### src/rtl/adaptive_hll_driver.sv
// Initiator-side driver for an adaptive HLL cell: buffers hashes, wakes the cell
// with one-hot touch pulses, then streams buffered hashes once the cell is active.
module adaptive_hll_driver #(
  parameter int unsigned HASH_WIDTH       = 64,
  parameter int unsigned IN_DEGREE        = 256,
  parameter int unsigned WAKEUP_THRESHOLD = 3,
  parameter int unsigned FIFO_DEPTH       = 8,
  parameter int unsigned TIMEOUT          = 255
) (
  input  logic                          clk,
  input  logic                          reset,
  input  logic [HASH_WIDTH-1:0]         s_hash,
  input  logic                          s_valid,
  output logic                          s_ready,
  output logic [IN_DEGREE-1:0]          connection_attempts,
  output logic [HASH_WIDTH-1:0]         hash_out,
  output logic                          hash_valid_out,
  input  logic                          cell_active,
  input  logic [7:0]                    cell_wakeup_count,
  output logic [1:0]                    state_o,
  output logic [$clog2(FIFO_DEPTH):0]   fifo_level,
  output logic                          wake_timeout_err,
  output logic                          wake_count_err
);

  localparam int unsigned AW  = $clog2(FIFO_DEPTH);
  localparam int unsigned LW  = AW + 1;
  localparam int unsigned TPW = $clog2(IN_DEGREE);
  localparam int unsigned KW  = $clog2(WAKEUP_THRESHOLD + 1);
  localparam int unsigned TW  = $clog2(TIMEOUT + 1);
  localparam logic [IN_DEGREE-1:0] TOUCH_ONE = IN_DEGREE'(1);

  typedef enum logic [1:0] {
    ST_IDLE     = 2'd0,
    ST_WAKE     = 2'd1,
    ST_WAIT_ACT = 2'd2,
    ST_STREAM   = 2'd3
  } state_e;

  state_e                  state_q, state_d;
  logic [AW-1:0]           wr_ptr_q, wr_ptr_d, rd_ptr_q, rd_ptr_d;
  logic [LW-1:0]           level_q, level_d;
  logic [TPW-1:0]          touch_ptr_q, touch_ptr_d;
  logic [KW-1:0]           k_q, k_d;
  logic [TW-1:0]           timer_q, timer_d;
  logic [7:0]              expected_wc_q, expected_wc_d;
  logic [IN_DEGREE-1:0]    conn_q, conn_d;
  logic [HASH_WIDTH-1:0]   hash_out_q, hash_out_d;
  logic                    hash_valid_q, hash_valid_d;
  logic                    to_err_q, to_err_d;
  logic                    wc_err_q, wc_err_d;
  logic [HASH_WIDTH-1:0]   mem_q [FIFO_DEPTH];
  logic                    full, push, pop;

  assign full = (level_q == LW'(FIFO_DEPTH));
  assign push = s_valid && !full;

  // Next-state, FIFO bookkeeping and registered-output computation.
  always_comb begin
    state_d       = state_q;
    wr_ptr_d      = wr_ptr_q;
    rd_ptr_d      = rd_ptr_q;
    level_d       = level_q;
    touch_ptr_d   = touch_ptr_q;
    k_d           = k_q;
    timer_d       = timer_q;
    expected_wc_d = expected_wc_q;
    conn_d        = '0;
    hash_out_d    = hash_out_q;
    hash_valid_d  = 1'b0;
    to_err_d      = to_err_q;
    wc_err_d      = wc_err_q;
    pop           = 1'b0;

    case (state_q)
      ST_IDLE: begin
        if (level_q != '0) begin
          if (cell_active) begin
            state_d = ST_STREAM;
          end else begin
            state_d = ST_WAKE;
            k_d     = '0;
          end
        end
      end
      ST_WAKE: begin
        conn_d      = TOUCH_ONE << touch_ptr_q;
        touch_ptr_d = TPW'(touch_ptr_q + TPW'(1));
        k_d         = KW'(k_q + KW'(1));
        if (k_q == KW'(WAKEUP_THRESHOLD - 1)) begin
          state_d = ST_WAIT_ACT;
          timer_d = '0;
        end
      end
      ST_WAIT_ACT: begin
        timer_d = TW'(timer_q + TW'(1));
        if (cell_active) begin
          state_d = ST_STREAM;
          if (cell_wakeup_count != 8'(expected_wc_q + 8'd1)) wc_err_d = 1'b1;
          expected_wc_d = cell_wakeup_count;
        end else if (timer_d == TW'(TIMEOUT)) begin
          // Retry continues from the current touch_ptr so new bits are touched.
          to_err_d = 1'b1;
          state_d  = ST_WAKE;
          k_d      = '0;
        end
      end
      ST_STREAM: begin
        if (!cell_active) begin
          state_d = ST_IDLE;
        end else if (level_q != '0) begin
          pop          = 1'b1;
          hash_out_d   = mem_q[rd_ptr_q];
          hash_valid_d = 1'b1;
        end
      end
      default: state_d = ST_IDLE;
    endcase

    if (push) wr_ptr_d = AW'(wr_ptr_q + AW'(1));
    if (pop)  rd_ptr_d = AW'(rd_ptr_q + AW'(1));
    case ({push, pop})
      2'b10:   level_d = LW'(level_q + LW'(1));
      2'b01:   level_d = LW'(level_q - LW'(1));
      default: level_d = level_q;
    endcase
  end

  always_ff @(posedge clk) begin
    if (reset) begin
      state_q       <= ST_IDLE;
      wr_ptr_q      <= '0;
      rd_ptr_q      <= '0;
      level_q       <= '0;
      touch_ptr_q   <= '0;
      k_q           <= '0;
      timer_q       <= '0;
      expected_wc_q <= '0;
      conn_q        <= '0;
      hash_out_q    <= '0;
      hash_valid_q  <= 1'b0;
      to_err_q      <= 1'b0;
      wc_err_q      <= 1'b0;
    end else begin
      state_q       <= state_d;
      wr_ptr_q      <= wr_ptr_d;
      rd_ptr_q      <= rd_ptr_d;
      level_q       <= level_d;
      touch_ptr_q   <= touch_ptr_d;
      k_q           <= k_d;
      timer_q       <= timer_d;
      expected_wc_q <= expected_wc_d;
      conn_q        <= conn_d;
      hash_out_q    <= hash_out_d;
      hash_valid_q  <= hash_valid_d;
      to_err_q      <= to_err_d;
      wc_err_q      <= wc_err_d;
    end
  end

  // Hash storage; contents need no reset since the pointers gate every read.
  always_ff @(posedge clk) begin
    if (push && !reset) mem_q[wr_ptr_q] <= s_hash;
  end

  assign s_ready             = !full;
  assign connection_attempts = conn_q;
  assign hash_out            = hash_out_q;
  assign hash_valid_out      = hash_valid_q;
  assign state_o             = state_q;
  assign fifo_level          = level_q;
  assign wake_timeout_err    = to_err_q;
  assign wake_count_err      = wc_err_q;

endmodule

### config.mk
export PLATFORM = sky130hd
export DESIGN_NAME = adaptive_hll_driver
export DESIGN_NICKNAME = d
export VERILOG_FILES = /design/src/rtl/adaptive_hll_driver.sv
export SDC_FILE = /design/constraint.sdc
export NUM_CORES = 1
export LEC_CHECK = 0
export BUFFER_PORTS_ARGS = -buffer_cell sky130_fd_sc_hd__buf_2
export CAP_MARGIN = 10
export CORE_MARGIN = 2
export CORE_UTILIZATION = 52
export CTS_BUF_LIST = sky130_fd_sc_hd__clkbuf_8
export DETAILED_ROUTE_END_ITERATION = 7
export PLACE_DENSITY = 0.7
export SLEW_MARGIN = 25
export SYNTH_ARGS = -nofsm -noshare
export SYNTH_HDL_FRONTEND = slang
export SYNTH_SLANG_ARGS = --single-unit
### constraint.sdc
create_clock -name clk -period 23 [get_ports clk]
set_input_delay 4.6 -clock clk [delete_from_list [all_inputs] [get_ports clk]]
set_output_delay 4.6 -clock clk [all_outputs]
set_load 0.05 [all_outputs]
==> results.md, run 1 <==
| Parameter | This run | Unit |
|:---|:---|:---|
| Layout overhead on the synthesized area | 18.1 | % |
| Hold Violations, Final | 0 | - |
| Core Region | 0.0576 | mm2 |
| Cell area reported after detailed placement | 0.0330 | mm2 |
| Slowest stage cell on the critical path | buf_4 | - |
| Clock latency of the later-clocked register in the worst-skew pair | 0.76 | ns |
| Post-Syn Area | 0.0302 | mm2 |
| Post-route cell area | 0.0357 | mm2 |
| Max frequency | 151 | MHz |
| Kind of critical path | input pin to flip-flop | - |
| Result of the run | finished, final reports clean | - |
| Number of buffers inserted during clock tree synthesis | 136 | - |
| Fin Setup TNS | 0 | ns |
| Max clock buf depth | 3 | - |
| Commonest cells after routing, fill and taps aside | edfxtp_1, buf_2, dfxtp_1 | - |
| Power density normalized to cell area | 84.3 | mW/mm2 |
| Routed wire length per instance | 21.0 | um |
| Number of nets in the final layout | 2,396 | - |
| Clock root cell | clkbuf_8 | - |
| Minimum clock period after layout | 6.60 | ns |
| Clock-pin slew on the worst setup and hold paths | 0.05 | ns |
| Capturing element type of the critical path | flip-flop | - |
| Yosys synthesis warning count | 0 | - |
| Ratio of final minimum period to clock period | 28.7 | % |
| Cell breakdown of the critical path | buf_2 > a21boi_0 > nand2_1 > nor2_4 > buf_4 | - |
| Biggest area contributors in the synthesized netlist | edfxtp_1, dfxtp_1, mux4_2 | - |
| H-tree depth reported by CTS | 4 | - |
| Top-level I/O count | 406 | - |
| CTS tree | done | - |
| Type of element launching the critical path | input pin | - |
| Post-synth top area share | 50.9 | % |
| Synth Net Count | 1,926 | - |
| Post-CTS Hold Fix Bufs | 0 | - |
| Number of port buffers | 405 | - |
| DR iter-0 viols | 1,018 | - |
| Initial Util | 52.5 | % |
| Most frequent standard cell in the layout excluding fill and tap cells | edfxtp_1 | - |
| GRT Util Overall | 22.4 | % |
| Routed WL | 66.9 | mm |
| Count of distinct cell types in the synthesized netlist | 48 | - |
| FF-to-FF setup slack | 19.70 | ns |
| Data required time at the worst endpoint | 23.37 | ns |
| Remaining antenna violation count after routing | 0 | - |
| First-pass GRT wire length | 101 | mm |
| Highest fanout seen on the critical path | 50 | - |
| Worst Skew | 0.0388 | ns |
| Arrival time of the worst setup path | 6.97 | ns |
| Number of flops mapped to enable cells by yosys | 512 | - |
| Number of detailed-route iterations in the first pass | 5 | - |
| Flop and latch count out of synthesis | 873 | - |
| Vias in the first global route | 17.4k | - |
| Row count | 88 | - |
| Transition at the pin with the smallest max-transition slack | 0.946 | ns |
| Worst slew margin relative to its limit | 36.9 | % |
| RSZ-0062 raised after global routing | false | - |
| Final Max Tran Viols | 0 | - |
| Fillcell total | 4,265 | - |
| Congestion Overflow GR | 0 | - |
| Leakage power | 12.9 | nW |
| Worst hold path class | flip-flop to flip-flop | - |
| Postcts setup bufs | 0 | - |
| Family with the most delay on the worst path | simple AND/OR/NAND/NOR gates | - |
| Die X-Extent | 245 | um |
| Ratio of routed vias to standard cells | 5.30 | - |
| TritonCTS Sinks | 873 | - |
| Max incr delay on CP | 0.79 | ns |
| Setup violations, final | 0 | - |
| Total half-perimeter wirelength after legalization and detailed placement | 41.0 | mm |
| # placed instances | 2,931 | - |
| Largest voltage drop on the vdd net | 0.0000501 | V |
| DRC viols | 0 | - |
| Post-synth top flop | edfxtp_1 | - |
| Number of gates given a new drive strength after cts | 0 | - |
| Critical path buffers and inverters | 2 | - |
| Gp weighted congestion | 0.793 | - |
| Antenna violations before repair | 15 | - |
| Synth Area per Inst | 16.5 | um2 |
| Die height | 245 | um |
| Sequential share of the synthesized area | 74.8 | % |
| Async set-or-reset flop fraction in the synthesized netlist | 0 | % |
| Overall via count from detail_route | 16.9k | - |
| Final Non-Filler Cells | 3,182 | - |
| Worst hold slack | 0.472 | ns |
| Fraction of layout instances using a drive strength above 1 | 33.6 | % |
| Maximum number of pins on one net before global-route repair | 71 | - |
| Die Footprint | 0.0601 | mm2 |
| MaxCap Viol Count | 0 | - |
| Utilization after layout | 62.0 | % |
| Cell taking the most area after synthesis | edfxtp_1 | - |
| Count of mapped cells out of synthesis | 1,835 | - |
sequential cells by signal, indices dropped and copies added (netlist names):
| register | flops |
|---|---|
| hash_out | 64 |
| k_q | 2 |
| wake_count_err | 1 |
| wake_timeout_err | 1 |
| state_o | 2 |
| connection_attempts | 256 |
| wr_ptr_q | 3 |
| touch_ptr_q | 8 |
| expected_wc_q | 8 |
| mem_q | 512 |
| timer_q | 8 |
| rd_ptr_q | 3 |
| hash_valid_out | 1 |
| fifo_level | 4 |
stage by stage:
| stage | power (mW) | setup slack [ns] |
|---|---|---|
| after floorplan | 1.77 | 10.56 |
| after global placement | 1.81 | 15.65 |
| after detailed placement | 1.81 | 15.63 |
| after CTS | 3.04 | 16.43 |
| after global routing | 3.12 | 16.22 |
| final | 3.01 | 16.40 |
layout make-up:
cell class | instances | area, um2 | area share, %
multi-input combinational | 848 | 7160 | 20.1
sequential | 873 | 22600 | 63.3
inverter | 11 | 41.3 | 0.116
clock buffer | 156 | 2150 | 6.01
timing repair buffer | 435 | 2270 | 6.37
antenna | 3 | 7.51 | 0.0210
tap | 765 | 957 | 2.68
clock inverter | 91 | 502 | 1.41
worst paths after layout:
| check | startpoint | to | depth (start not counted) |
|---|---|---|---|
| setup reg to reg | fifo_level[1] | mem_q[7][36] | 5 |
| hold / removal | expected_wc_q[7] | expected_wc_q[7] | 2 |
| setup / recovery | s_valid | mem_q[7][36] | 5 |
| hold reg to reg | expected_wc_q[7] | expected_wc_q[7] | 2 |
per-layer routing:
layer / global-route usage [%] / up-vias / part of all wire (%)
met5: 0 / - / 0.17
met3: 5.34 / 132 / 6.3
met4: 8.45 / 18 / 2.3
met2: 39.0 / 568 / 52
li1: - / 7756 / -
met1: 27.1 / 8393 / 40
synth_stat cells, types with 2 or more instances:
master    instances
a211oi_1          9
a211oi_2         59
a21oi_1          24
a311oi_1          3
a31oi_1           2
a41oi_1           2
and2_1            3
buf_1             5
buf_2            17
buf_6             9
clkbuf_1         70
dfxtp_1         361
edfxtp_1        512
ha_1             15
inv_1            11
mux2i_1          67
mux4_2          128
nand2_1          72
nand2b_1          3
nand3_1          32
nand3b_1          2
nand4_1           5
nor2_1          344
nor2b_1           9
nor3_1            7
nor4_1            2
nor4b_1           4
o21ai_0          13
o311a_1           2
or3_1             3
xnor2_1          13
xor2_1           11
kinds of logic (layout without fill, tap and decap cells):
kind of cell / Yosys count / in the layout / synth area share, %
adders and majority gates: 16 / 16 / 0.654
DFF: 873 / 873 / 74.8
muxes: 195 / 195 / 11.8
buffers and inverters: 114 / 693 / 1.73
AOI/OAI and AO/OA: 123 / 123 / 3.80
other: 0 / 3 / 0
xor gates and xnor gates: 24 / 24 / 0.695
and+or+nand+nor: 490 / 490 / 6.62
power by group:
| group | switching [mW] | total, mW | internal (mW) | leakage, nW |
|---|---|---|---|---|
| Clock | 0.578 | 1.23 | 0.656 | 1.57 |
| Combinational | 0.0672 | 0.0953 | 0.0281 | 3.75 |
| Sequential | 0.0110 | 1.68 | 1.67 | 7.54 |
worst register-to-register path, cell delays in order, from the launching register on:
cell and delay (ns):
dfxtp_1 0.50, nor3_1 0.12, a21boi_0 0.59, nand2_1 0.33, nor2_4 0.54, buf_4 0.80
Note: power is estimated with default switching activity, not from simulation.
==> inputs of run 2 (changes only) <==
ABC_AREA = 1   (was unset)
clock period = 6.6 ns   (was 23 ns; I/O delays follow)
==> run 2 against run 1 <==
Against the previous run:
- sequential cell count did not move
- worst setup slack worse by 13 ns
- die area increased by 2.5%
- first-iteration DRC count is 72% higher
- highest routed layer unchanged
==> results.md, run 2 <==
| Parameter | This run | Unit |
|:---|:---|:---|
| Ratio of routed vias to standard cells | 5.50 | - |
| Capturing element type of the critical path | flip-flop | - |
| Min setup slack post-route | 3.27 | ns |
| Worst slew margin relative to its limit | 36.6 | % |
| Worst Skew | 0.0330 | ns |
| Type of element launching the critical path | flip-flop | - |
| Remaining antenna violation count after routing | 0 | - |
| Die X-Extent | 248 | um |
| Max FFs per register | 512 | - |
| Final Non-Filler Cells | 3,920 | - |
| Congestion Overflow GR | 0 | - |
| Final Max Tran Viols | 0 | - |
| Number of port buffers | 405 | - |
| Leakage power | 13.8 | nW |
| Synth Net Count | 2,724 | - |
| Utilization after layout | 61.5 | % |
| Hold Violations, Final | 0 | - |
| Routed WL | 76.8 | mm |
| Total half-perimeter wirelength after legalization and detailed placement | 46.0 | mm |
| Max incr delay on CP | 0.91 | ns |
| Power density normalized to cell area | 319 | mW/mm2 |
| Number of detailed-route iterations in the first pass | 6 | - |
| RSZ-0062 raised after global routing | false | - |
| DR iter-0 viols | 1,755 | - |
| Result of the run | finished, final reports clean | - |
| Row count | 89 | - |
| Vias in the first global route | 21.3k | - |
| Max clock buf depth | 3 | - |
| Antenna violations before repair | 14 | - |
| Arrival time of the worst setup path | 4.02 | ns |
| Gp weighted congestion | 1.00 | - |
| Minimum clock period after layout | 3.33 | ns |
| Biggest area contributors in the synthesized netlist | edfxtp_1, dfxtp_1, nor2_1 | - |
| Kind of critical path | flip-flop to flip-flop | - |
| Number of gates given a new drive strength after cts | 0 | - |
| Post-Syn Area | 0.0310 | mm2 |
| Fin Setup TNS | 0 | ns |
| Number of flops mapped to enable cells by yosys | 512 | - |
| CTS tree | done | - |
| MaxCap Viol Count | 0 | - |
| TritonCTS Sinks | 873 | - |
| Cell breakdown of the critical path | buf_6 > buf_4 > o21ai_0 > o221ai_1 > o21ai_1 > a21oi_1 | - |
| Cell taking the most area after synthesis | edfxtp_1 | - |
| Post-synth top area share | 49.6 | % |
| Largest voltage drop on the vdd net | 0.000238 | V |
| Maximum number of pins on one net before global-route repair | 144 | - |
| Async set-or-reset flop fraction in the synthesized netlist | 0 | % |
| Most frequent standard cell in the layout excluding fill and tap cells | nor2_1 | - |
| Count of distinct cell types in the synthesized netlist | 36 | - |
| Die Footprint | 0.0616 | mm2 |
| Library cell with the highest instance count after synthesis | nor2_1 | - |
| Clock root cell | clkbuf_8 | - |
| Overall via count from detail_route | 21.6k | - |
| DRC viols | 0 | - |
| Transition at the pin with the smallest max-transition slack | 0.952 | ns |
| Postcts setup bufs | 0 | - |
| Most flop-heavy register | mem_q | - |
| Worst hold path class | flip-flop to flip-flop | - |
| Max frequency | 300 | MHz |
| Sequential share of the synthesized area | 72.9 | % |
| Initial Util | 52.5 | % |
| # placed instances | 3,665 | - |
| H-tree depth reported by CTS | 4 | - |
| Worst setup slack after placement | 2.99 | ns |
| Fraction of layout instances using a drive strength above 1 | 21.0 | % |
| Post-synth top flop | edfxtp_1 | - |
| Setup violations, final | 0 | - |
| Slowest stage cell on the critical path | dfxtp_4 | - |
| Data required time at the worst endpoint | 7.29 | ns |
| Core Region | 0.0590 | mm2 |
| Synth Area per Inst | 11.8 | um2 |
| Layout overhead on the synthesized area | 17.0 | % |
| Routed wire length per instance | 19.6 | um |
| Count of mapped cells out of synthesis | 2,633 | - |
| Post-CTS Hold Fix Bufs | 0 | - |
| Yosys synthesis warning count | 0 | - |
| Clock-pin slew on the worst setup and hold paths | 0.06 | ns |
| Highest fanout seen on the critical path | 105 | - |
| Most frequent cells after synthesis | nor2_1, edfxtp_1, dfxtp_1, o21ai_0, nand2_1 | - |
| Number of buffers inserted during clock tree synthesis | 137 | - |
| Die height | 248 | um |
| Top-level I/O count | 406 | - |
| Post-route cell area | 0.0363 | mm2 |
| GRT Util Overall | 24.5 | % |
| Number of nets in the final layout | 3,122 | - |
| Flop and latch count out of synthesis | 873 | - |
| Clock latency of the later-clocked register in the worst-skew pair | 0.78 | ns |
| Commonest cells after routing, fill and taps aside | nor2_1, edfxtp_1, buf_2 | - |
| First-pass GRT wire length | 116 | mm |
| Ratio of final minimum period to clock period | 50.5 | % |
| Cell area reported after detailed placement | 0.0334 | mm2 |
-- run 2: layout make-up --
type                    count  area, um2
fillers                  4629      22700
flip-flops and latches    873      22600
clock buffers             162       2230
clock inverters            88        618
well taps                 773        967
inverters                  62        245
repair buffers            433       2320
diodes                      5       12.5
multi-input cells        1524       7290
-- run 2: worst max-delay path, delay by kind of cell, from the launching register on --
family	cells	cell delay (ns)
DFF	1	0.91
buffers and inverters	2	1.40
AOI/OAI and AO/OA	4	0.85
-- run 2: final timing paths --
kind	from	endpoint	slack, ns	depth (start not counted)
setup reg to reg	rd_ptr_q[0]	hash_out[5]	3.27	6
setup / recovery	rd_ptr_q[0]	hash_out[5]	3.27	6
hold / removal	wake_timeout_err	wake_timeout_err	0.48	2
hold reg to reg	wake_timeout_err	wake_timeout_err	0.48	2
-- run 2: stage by stage --
stage,hold WS [ns],power (mW)
final,0.476,11.6
after global routing,0.509,12.0
after CTS,0.468,11.7
after detailed placement,0.459,7.08
after global placement,0.459,7.04
after floorplan,0.452,6.80
-- run 2: report_power, final --
group	switching, mW	internal, mW	total [mW]	leakage [nW]
registers	0.0883	5.88	5.97	7.54
clock network	2.11	2.50	4.61	1.61
logic	0.754	0.257	1.01	4.62
-- run 2: logic make-up (layout without fill, tap and decap cells) --
logic type,count (synthesis),after routing,share of synthesized area [%]
buffers and inverters,236,745,3.86
adder cells (fa/ha/maj),15,15,0.605
flip-flops,873,873,72.9
AO/OA/AOI/OAI,640,640,11.4
other,0,5,0
AND/OR/NAND/NOR,862,862,11.1
XOR/XNOR,7,7,0.198
-- run 2: routing by layer --
| metal | global-route usage [%] | share of wire [%] |
|---|---|---|
| met1 | 29.0 | 39 |
| met2 | 41.9 | 50 |
| met3 | 5.41 | 6.9 |
| met4 | 13.2 | 4.2 |
| met5 | 0 | 0.13 |
